## config.mk

```make
export PLATFORM = sky130hd
export DESIGN_NAME = pc_ctrl
export DESIGN_NICKNAME = d
export VERILOG_FILES = /design/src/rtl/pc_ctrl_pkg.sv /design/src/rtl/pc_incr.sv /design/src/rtl/pc_ctrl.sv
export SDC_FILE = /design/constraint.sdc
export NUM_CORES = 1
export LEC_CHECK = 0
export CELL_PAD_IN_SITES_DETAIL_PLACEMENT = 1
export CELL_PAD_IN_SITES_GLOBAL_PLACEMENT = 2
export CORE_MARGIN = 8
export CORE_UTILIZATION = 29
export CTS_CLUSTER_DIAMETER = 60
export CTS_CLUSTER_SIZE = 25
export DETAILED_ROUTE_END_ITERATION = 7
export PLACE_DENSITY_LB_ADDON = 0.05
export SLEW_MARGIN = 0
export SYNTH_ARGS = -nofsm -noshare
export SYNTH_HDL_FRONTEND = slang
export SYNTH_SLANG_ARGS = --single-unit
```

## constraint.sdc

```tcl
create_clock -name clk -period 2.3 [get_ports clk]
set_input_delay 0.46 -clock clk [delete_from_list [all_inputs] [get_ports clk]]
set_output_delay 0.46 -clock clk [all_outputs]
set_load 0.05 [all_outputs]
```

## src/rtl/pc_ctrl_pkg.sv

```systemverilog
// Shared definitions for the program-counter controller: FSM state
// encoding, default widths and the next-PC source selector codes.
package pc_ctrl_pkg;

    localparam int PC_W_DEFAULT    = 10;
    localparam int INSTR_W_DEFAULT = 16;

    typedef enum logic [1:0] {
        ST_IDLE  = 2'd0,
        ST_FETCH = 2'd1,
        ST_EXEC  = 2'd2
    } pc_state_t;

    // Next-PC source, listed from lowest to highest priority.
    localparam logic [2:0] SRC_SEQ  = 3'd0;
    localparam logic [2:0] SRC_BR   = 3'd1;
    localparam logic [2:0] SRC_JMP  = 3'd2;
    localparam logic [2:0] SRC_CALL = 3'd3;
    localparam logic [2:0] SRC_RET  = 3'd4;

endpackage

```

## src/rtl/pc_incr.sv

```systemverilog
// PC adder/subtractor: next_pc = curr_pc +/- diff, wrapping modulo 2^PC_W.
// diff is an unsigned magnitude, so a full -2^(PC_W-1) displacement fits.
module pc_incr #(
    parameter int PC_W = 10
) (
    input  logic [PC_W-1:0] curr_pc,
    input  logic            decr,
    input  logic [PC_W-1:0] diff,
    output logic [PC_W-1:0] next_pc
);

    // Add or subtract the magnitude; carry/borrow out is dropped to wrap.
    always_comb begin
        if (decr) begin
            next_pc = curr_pc - diff;
        end else begin
            next_pc = curr_pc + diff;
        end
    end

endmodule

```

## src/rtl/pc_ctrl.sv

```systemverilog
// Program-counter controller: owns the PC, runs the IDLE/FETCH/EXEC fetch
// handshake with instruction memory and resolves sequential, branch, jump,
// call and return flow using a small circular return-address stack.
module pc_ctrl
    import pc_ctrl_pkg::*;
#(
    parameter int          PC_W      = PC_W_DEFAULT,
    parameter int          INSTR_W   = INSTR_W_DEFAULT,
    parameter logic [PC_W-1:0] RESET_PC = {PC_W{1'b0}},
    parameter int          RAS_DEPTH = 4
) (
    input  logic               clk,
    input  logic               reset_n,
    output logic               imem_req,
    output logic [PC_W-1:0]    imem_addr,
    input  logic               imem_ack,
    input  logic [INSTR_W-1:0] imem_rdata,
    output logic [INSTR_W-1:0] instr,
    output logic               instr_valid,
    input  logic               exec_done,
    input  logic               br_taken,
    input  logic [PC_W-1:0]    br_disp,
    input  logic               jmp_valid,
    input  logic               call,
    input  logic               ret,
    input  logic [PC_W-1:0]    jmp_target,
    output logic [PC_W-1:0]    pc,
    output logic               ras_overflow,
    output logic               ras_underflow
);

    // RAS_DEPTH must be a power of two >= 2 so the pointer wraps naturally.
    localparam int PTR_W = $clog2(RAS_DEPTH);
    localparam int CNT_W = PTR_W + 1;

    pc_state_t              state_r;
    logic [PC_W-1:0]        pc_r;
    logic [INSTR_W-1:0]     instr_r;
    logic                   instr_valid_r;

    logic [PC_W-1:0]        ras_mem_r [RAS_DEPTH];
    logic [PTR_W-1:0]       ras_top_r;     // next free slot
    logic [CNT_W-1:0]       ras_cnt_r;
    logic                   ras_overflow_r;
    logic                   ras_underflow_r;

    logic                   resolve_s;
    logic [2:0]             src_s;
    logic                   incr_decr_s;
    logic [PC_W-1:0]        incr_diff_s;
    logic [PC_W-1:0]        incr_out_s;
    logic [PC_W-1:0]        next_pc_s;
    logic [PTR_W-1:0]       ras_top_prev_s;
    logic                   ras_full_s;
    logic                   ras_empty_s;

    assign resolve_s      = (state_r == ST_EXEC) && exec_done;
    assign ras_top_prev_s = ras_top_r - {{(PTR_W-1){1'b0}}, 1'b1};
    assign ras_full_s     = (ras_cnt_r == CNT_W'(RAS_DEPTH));
    assign ras_empty_s    = (ras_cnt_r == {CNT_W{1'b0}});

    // Resolve the next-PC source by priority: ret > call > jmp > branch > seq.
    always_comb begin
        src_s = SRC_SEQ;
        if (ret) begin
            src_s = SRC_RET;
        end else if (call) begin
            src_s = SRC_CALL;
        end else if (jmp_valid) begin
            src_s = SRC_JMP;
        end else if (br_taken) begin
            src_s = SRC_BR;
        end else begin
            src_s = SRC_SEQ;
        end
    end

    // Drive the adder: branch uses sign/magnitude of the displacement,
    // everything else (incl. call push value and empty-pop fallback) is pc+1.
    always_comb begin
        incr_decr_s = 1'b0;
        incr_diff_s = {{(PC_W-1){1'b0}}, 1'b1};
        if (src_s == SRC_BR) begin
            if (br_disp[PC_W-1]) begin
                incr_decr_s = 1'b1;
                incr_diff_s = {PC_W{1'b0}} - br_disp;
            end else begin
                incr_decr_s = 1'b0;
                incr_diff_s = br_disp;
            end
        end else begin
            incr_decr_s = 1'b0;
            incr_diff_s = {{(PC_W-1){1'b0}}, 1'b1};
        end
    end

    pc_incr #(
        .PC_W (PC_W)
    ) u_pc_incr (
        .curr_pc (pc_r),
        .decr    (incr_decr_s),
        .diff    (incr_diff_s),
        .next_pc (incr_out_s)
    );

    // Select the PC to load when the execute stage resolves.
    always_comb begin
        next_pc_s = incr_out_s;
        case (src_s)
            SRC_RET: begin
                if (ras_empty_s) begin
                    next_pc_s = incr_out_s;
                end else begin
                    next_pc_s = ras_mem_r[ras_top_prev_s];
                end
            end
            SRC_CALL: next_pc_s = jmp_target;
            SRC_JMP:  next_pc_s = jmp_target;
            SRC_BR:   next_pc_s = incr_out_s;
            SRC_SEQ:  next_pc_s = incr_out_s;
            default:  next_pc_s = incr_out_s;
        endcase
    end

    // Fetch/execute sequencer: state, PC, latched instruction and valid pulse.
    always_ff @(posedge clk or negedge reset_n) begin
        if (!reset_n) begin
            state_r       <= ST_IDLE;
            pc_r          <= RESET_PC;
            instr_r       <= {INSTR_W{1'b0}};
            instr_valid_r <= 1'b0;
        end else begin
            case (state_r)
                ST_IDLE: begin
                    instr_valid_r <= 1'b0;
                    state_r       <= ST_FETCH;
                end
                ST_FETCH: begin
                    if (imem_ack) begin
                        instr_r       <= imem_rdata;
                        instr_valid_r <= 1'b1;
                        state_r       <= ST_EXEC;
                    end else begin
                        instr_valid_r <= 1'b0;
                    end
                end
                ST_EXEC: begin
                    instr_valid_r <= 1'b0;
                    if (exec_done) begin
                        pc_r    <= next_pc_s;
                        state_r <= ST_FETCH;
                    end else begin
                        state_r <= ST_EXEC;
                    end
                end
                default: begin
                    instr_valid_r <= 1'b0;
                    state_r       <= ST_IDLE;
                end
            endcase
        end
    end

    // Return-address stack: circular push/pop with count and sticky flags.
    always_ff @(posedge clk or negedge reset_n) begin
        if (!reset_n) begin
            for (int i = 0; i < RAS_DEPTH; i++) begin
                ras_mem_r[i] <= {PC_W{1'b0}};
            end
            ras_top_r       <= {PTR_W{1'b0}};
            ras_cnt_r       <= {CNT_W{1'b0}};
            ras_overflow_r  <= 1'b0;
            ras_underflow_r <= 1'b0;
        end else if (resolve_s && (src_s == SRC_CALL)) begin
            // When full the write slot is the oldest entry, so it is replaced.
            ras_mem_r[ras_top_r] <= incr_out_s;
            ras_top_r            <= ras_top_r + {{(PTR_W-1){1'b0}}, 1'b1};
            if (ras_full_s) begin
                ras_overflow_r <= 1'b1;
            end else begin
                ras_cnt_r <= ras_cnt_r + {{(CNT_W-1){1'b0}}, 1'b1};
            end
        end else if (resolve_s && (src_s == SRC_RET)) begin
            if (ras_empty_s) begin
                ras_underflow_r <= 1'b1;
            end else begin
                ras_top_r <= ras_top_prev_s;
                ras_cnt_r <= ras_cnt_r - {{(CNT_W-1){1'b0}}, 1'b1};
            end
        end else begin
            ras_top_r <= ras_top_r;
        end
    end

    assign imem_req      = (state_r == ST_FETCH);
    assign imem_addr     = pc_r;
    assign pc            = pc_r;
    assign instr         = instr_r;
    assign instr_valid   = instr_valid_r;
    assign ras_overflow  = ras_overflow_r;
    assign ras_underflow = ras_underflow_r;

endmodule

```

# Word-level counts from Yosys, hierarchy flattened
# Cells that the tools add are included.
totals:
  elab_cells: 78
  latchBits: 0
  mem_bits_ro: 0
  ram_bits: 0
  ff_bits: 76
  input_bits: 44
  mem_count: 0
op_classes:
  order_cmp: 3
  eq_ne: 10
  n_shift: 0
  muxes: 29
  n_mul: 0
  addsub: 7
  div: 0
  bitwise_logic: 3
  n_reduce_logical: 14
ops:
  columns: ["op", "n"]
  rows:
  - ["two-way mux 10 bit", 7]
  - ["bitwise mux 40 bit", 1]
  - ["binary-select mux 10 bit (select 2 bit)", 1]
  - ["demux 10 bit (select 2 bit)", 1]
  - ["one-hot mux 10 bit (2 select lines)", 1]
  - ["two-way mux 3 bit", 5]
  - ["two-way mux 2 bit", 7]
  - ["adder 10 bit", 1]
  - ["subtractor 1 x 10 -> 10 bit, first input constant", 1]
  - ["subtractor 10 bit", 1]
  - ["AND reduction 2 bit", 4]
  - ["== test 3 x 2 -> 1 bit, second input constant", 2]
  - ["== test 3 bit, second input constant", 2]
  - [">= comparator 3 bit, second input constant", 2]
  - ["inverter 2 -> 3 bit", 2]
  - ["one-hot mux 2 bit (3 select lines)", 1]
  - ["AND reduction 3 bit", 2]
  - ["two-way mux 1 bit", 5]
  - ["logical AND 1 bit", 4]
  - ["inequality test 2 x 1 -> 1 bit, second input constant", 2]
  - ["adder 3 x 1 -> 3 bit, second input constant", 1]
  - ["== test 3 x 1 -> 1 bit, second input constant", 1]
  - ["logical NOT 3 bit", 1]
  - ["< comparator 3 x 1 -> 1 bit, second input constant", 1]
  - ["10 further kinds", 10]

# Logic depth before layout (Yosys ltp)
logic_depth:
  ltp_word: 10
  depth_mapped: 17

# Modules after synthesis
# A second synthesis with hierarchy kept.
unflattened:
  hier_cells: 370
  hier_area_um2: 4336.7
by_module_without_submodules:
  columns: ["module", "instances", "cells_per_inst", "seq_area_each_um2", "area_per_inst_um2"]
  rows:
  - ["pc_ctrl", 1, 289, 1901.8, 3748.6]
  - ["pc_incr", 1, 81, 0.0, 588.1]

# Least setup slack after synthesis
# Ideal clock, no wire load.
synth_timing:
  path_kind: "input to register"
  start: "input port br_disp[1]"
  end: "register ras_mem_r[29] (netlist name)"
  path_stages: 17
  setup_slack_ns: -1.410
  setup_ns: 0.128
  arrival_ns: 3.582
  path_buffers: 0
  cell_sequence: "inv_1 ha_1 or3b_4 nor3_1 a21oi_1 o21ai_1 o2111ai_1 o211ai_1 a22oi_1 ha_1 a21oi_1 nand2_1 and3_1 a221o_1 xnor2_2 xor2_1 mux2_1"
synth_via:
  elab_chain_len: 6
  elab_cells_between_ends: 7
synth_rtl:
  columns: ["element", "line", "rtl"]
  rows:
  - ["start, declared", "pc_ctrl.sv:22", "input logic [PC_W-1:0] br_disp,"]
  - ["subtractor 1 x 10 -> 10 bit", "pc_ctrl.sv:86", "incr_diff_s = {PC_W{1'b0}} - br_disp;"]
  - ["two-way mux 10 bit *", "pc_ctrl.sv:84", "if (br_disp[PC_W-1]) begin"]
  - ["two-way mux 10 bit *", "pc_ctrl.sv:83", "if (src_s == SRC_BR) begin"]
  - ["adder 10 bit / subtractor 10 bit (equally long branches)", "pc_incr.sv:17, pc_incr.sv:15", null]
  - ["two-way mux 10 bit *", "pc_incr.sv:14", "if (decr) begin"]
  - ["bitwise mux 40 bit *", "pc_ctrl.sv:176", "ras_mem_r[ras_top_r] <= incr_out_s;"]
  - ["end signal, assigned by index", "pc_ctrl.sv:168", "ras_mem_r[i] <= {PC_W{1'b0}};"]
  - ["end signal, assigned by index", "pc_ctrl.sv:176", null]
  - ["end, declared", "pc_ctrl.sv:41", "logic [PC_W-1:0] ras_mem_r [RAS_DEPTH];"]
# Every way passes the cells marked *; elsewhere a longest branch is shown, timed or not.
# A chain may end at the register's enable or synchronous reset.

# Final worst setup path
layout_timing:
  start: "input port br_disp[1]"
  end: "register ras_mem_r[19] (netlist name)"
# Same word-level chain as after synthesis.

==> metrics <==
run status=finished, violations left; failing checks=setup timing; Finish-stage setup viols=41; Post-Synth Simple-Gate Area=19.03%; post-synthesis adder-cell area fraction=5.108%; main combinational cell family by area after synthesis=simple AND/OR/NAND/NOR gates; maximum level of the CTS H-tree=3; Vias per Instance=5.007; antenna violations before repair=0; number of inserted filler cells in the final layout=1676; maximum number of pins on one net before global-route repair=40; most used flip-flop cell after synthesis=sky130_fd_sc_hd__dfrtp_1; sort of element at the end of the critical path=flop; cell area after synthesis=4458 um^2; NetSw=0.003729 W; number of register bits inferred by synthesis=76; number of distinct library cells after synthesis=60; Inserted Diodes=0; critical path peak fanout=5; sequential-to-total area share from yosys stat=42.66%; clock root buffer=sky130_fd_sc_hd__clkbuf_16; Worst Skew=0.009331 ns; area post-placement=6196 um^2; NumNets Final=724; total global routing track utilization=16.17%; drt initial violations=92; placed cells=821; final non-filler cell total=856; power density over the cells=1177 nW/um^2; Avg Inst Size Synth=9.098 um^2; crit-path max cell delay=0.42 ns; number of violations of the max-capacitance limit=0; slack of the critical path=-1.278 ns; internal power consumption=0.004661 W; starting utilization of the core area=29.54%; number of search-and-repair iterations in the first detailed-routing pass=4; final cell area excluding filler cells=7132 um^2; multiplexer area fraction after synthesis=7.550%; Routed Antenna Nets=0; final design utilization=47.26%; overflow left after global routing=0; part of the total power dissipated in combinational logic=57.3%; number of enable flip-flop cells after synthesis=0; average wire length per cell after detail routing=18.01 um; register share of total power=25.1%; Critical Path, Cell by Cell=buf_12 > inv_12 > ha_4 > or3b_4 > buf_4 > buf_6 > a211oi_4 > nand3_2 > a31oi_2 > o32ai_2 > ha_2 > nor4_2 > nand2_1 > a221o_1 > xnor2_2 > xor2_2 > mux2_4; synthesized netlist net count=551; worst-path cell with the longest stage delay=sky130_fd_sc_hd__or3b_4; hold bufs inserted after CTS=0; aggregate routed wire length=15420 um; fraction of registers with async set/reset=100.0%; TritonCTS Sinks=76; upper clock frequency limit=279.5 MHz; via total after detailed routing=4286; class of the worst hold path=input pin to asynchronous set/reset pin; multi-input combinational cell area=2815 um^2; Crit Path Category=input pin to flop; share of post-route cells with drive strength above 1=35.48%; part of the power in the clock network=17.6%; critical path data required time=2.52 ns; transition time at the pin with the least slew margin=0.6054 ns; signal arrival time at the worst endpoint=3.80 ns; peak supply drop=0.0006284 V; max-slew violation count=0; number of global-route vias before repair=4689; Detailed Place HPWL=11470 um; number of design rule violations left after detail routing=0; last weighted congestion value of the routability-driven placer=0.7530; number of input and output port buffers inserted=83; die extent in y=140.0 um; number of standard cells after synthesis=490; FF/Latch Area=1902 um^2; RSZ-0062 raised after global routing=yes; Synthesis Warnings=0; area of the die=19600 um^2; area growth from synthesis to layout=59.98%; worst slew margin relative to its limit=59.49%; core footprint=15090 um^2; clock network latency to the later pin of the worst-skew pair=0.34 ns; shortest clock period the worst path allows after layout=3.578 ns; Period Utilization, post-route=155.6%; minimum hold slack=0.08864 ns; CTS max path bufs=2; area fraction in compound gates after synthesis=17.65%; Final Hold Viols=0; Post-Synth XOR/XNOR Area=3.115%; number of buffers inserted during clock tree synthesis=9; crit start category=input pin; fraction of power spent switching nets=44.45%; placement row count=45; worst slack after detailed placement=-1.966 ns; number of top-level design ports=84; leakage=3.200 nW; clock-pin slew of the registers on the worst-case setup and hold paths=0.06 ns; overall die width=140.0 um; CTS tree=built; global-route wire length before repair=25390 um
state kept, by name, indices dropped and copies added, names as in the netlist:
name and cells:
instr 16, ras_cnt_r 3, ras_overflow 1, ras_top_r 2, imem_addr 10, instr_valid 1
state_r 2, ras_underflow 1, ras_mem_r 40
critical path, delay by kind of cell:
kind	cells	cell delay, ns
compound gates	4	0.91
fa+ha+maj	2	0.34
mux	1	0.29
simple gates	4	1.02
buf+inv	4	0.42
xor+xnor	2	0.37
cell type report:
type	count	area share (%)
Timing Repair Buffer	195	25.23
Inverter	14	0.9825
Clock buffer	10	3.351
Sequential cell	76	26.67
Clock inverter	6	1.000
Multi-Input combinational cell	367	39.47
Tap cell	188	3.298
per-layer routing:
metal / up-vias / global-route usage, % / share of wire (%)
met3: 14 / 3.296 / 3.2
met5: - / 0 / 0
li1: 2061 / - / -
met2: 53 / 27.12 / 49
met4: 0 / 5.029 / 1.4
met1: 2158 / 20.53 / 46
per-stage QoR:
| step | TNS [ns] | total power, W |
|---|---|---|
| 2_1_floorplan | -24.14 | 0.004765 |
| 3_3_place_gp | -65.17 | 0.006332 |
| 3_5_place_dp | -67.20 | 0.006420 |
| 4_1_cts | -29.98 | 0.008348 |
| 5_1_grt | -36.78 | 0.008911 |
| 6_report | -32.20 | 0.008391 |
cell families after synthesis:
kind of cell	after synthesis
simple gates	186
compound gates	129
flops	76
buf+inv	47
mux	20
fa+ha+maj	17
xor+xnor	15
cells in the mapped netlist, drive strengths merged, types with 3 or more instances:
cell      n  share of area (%)
nand2b    3               0.42
o21ai    63                7.1
a32oi     4               0.79
a21oi    14                1.6
ha       15                4.2
a21o      7                1.2
inv      13                1.1
a31oi     8                1.1
mux2      9                2.3
o22ai     6               0.84
nor3b     4               0.67
mux4     10                5.1
nand3     6               0.67
or2       4               0.56
nor3      7               0.90
clkbuf   16                1.3
nor4      4               0.56
nand2   113                9.5
xor2      9                1.8
o31ai     3               0.51
o21a      3               0.51
nor2b     7               0.98
nor2     25                2.1
o211ai    4               0.67
dfrtp    76                 43
buf      17                2.4
xnor2     6                1.3
a221oi    4               0.79
final timing paths:
kind / cells after the start / startpoint / end / slack (ns)
worst max-delay path: 17 / br_disp[1] / ras_mem_r[19]$_DFFE_PN0P_ / -1.28
worst min-delay path: 1 / reset_n / ras_mem_r[20]$_DFFE_PN0P_ / 0.09
worst max register to register: 9 / imem_addr[1]$_DFFE_PN0P_ / ras_mem_r[19]$_DFFE_PN0P_ / -0.12
worst min register to register: 1 / ras_overflow$_DFFE_PN0P_ / ras_overflow$_DFFE_PN0P_ / 0.46
max in group asynchronous: 2 / reset_n / ras_top_r[0]$_DFFE_PN0P_ / 1.61
min in group clk: 1 / ras_overflow$_DFFE_PN0P_ / ras_overflow$_DFFE_PN0P_ / 0.46
power by group through the flow:
stage | combinational [W] | sequential, W | clock, W
after floorplan | 0.00187 | 0.00289 | 0
after global placement | 0.00424 | 0.00210 | 0
after detailed placement | 0.00430 | 0.00212 | 0
after CTS | 0.00471 | 0.00211 | 0.00153
after global routing | 0.00517 | 0.00217 | 0.00157
final | 0.00481 | 0.00210 | 0.00148
repair_timing:
item                                    4_1_cts  5_1_grt
pin swaps                                    56       33
setup buffers                                14       12
cloned                                        0        0
endpoints found under the setup margin       45       46
gates resized for setup                     104       51
placed cells by master (no fill, tap or decap), types with 4 or more instances in the layout:
cell type	Yosys	final
sky130_fd_sc_hd__a21o_1	7	6
sky130_fd_sc_hd__a21oi_1	14	10
sky130_fd_sc_hd__a31oi_1	8	7
sky130_fd_sc_hd__a32oi_1	4	4
sky130_fd_sc_hd__buf_12	0	4
sky130_fd_sc_hd__buf_4	10	88
sky130_fd_sc_hd__buf_6	0	23
sky130_fd_sc_hd__clkbuf_16	0	9
sky130_fd_sc_hd__clkdlybuf4s50_1	0	72
sky130_fd_sc_hd__dfrtp_1	76	76
sky130_fd_sc_hd__ha_1	15	10
sky130_fd_sc_hd__inv_1	13	10
sky130_fd_sc_hd__mux2_2	5	5
sky130_fd_sc_hd__mux2_4	0	4
sky130_fd_sc_hd__mux4_2	10	10
sky130_fd_sc_hd__nand2_1	113	106
sky130_fd_sc_hd__nand2_4	0	5
sky130_fd_sc_hd__nand3_1	6	5
sky130_fd_sc_hd__nor2_1	25	24
sky130_fd_sc_hd__nor2b_1	7	6
sky130_fd_sc_hd__nor3_4	0	4
sky130_fd_sc_hd__o211ai_1	4	4
sky130_fd_sc_hd__o21ai_0	44	17
sky130_fd_sc_hd__o21ai_1	19	20
sky130_fd_sc_hd__o21ai_2	0	23
sky130_fd_sc_hd__o22ai_1	6	6
sky130_fd_sc_hd__xnor2_1	5	5
sky130_fd_sc_hd__xor2_1	9	4
Note: power is estimated with default switching activity, not from simulation.
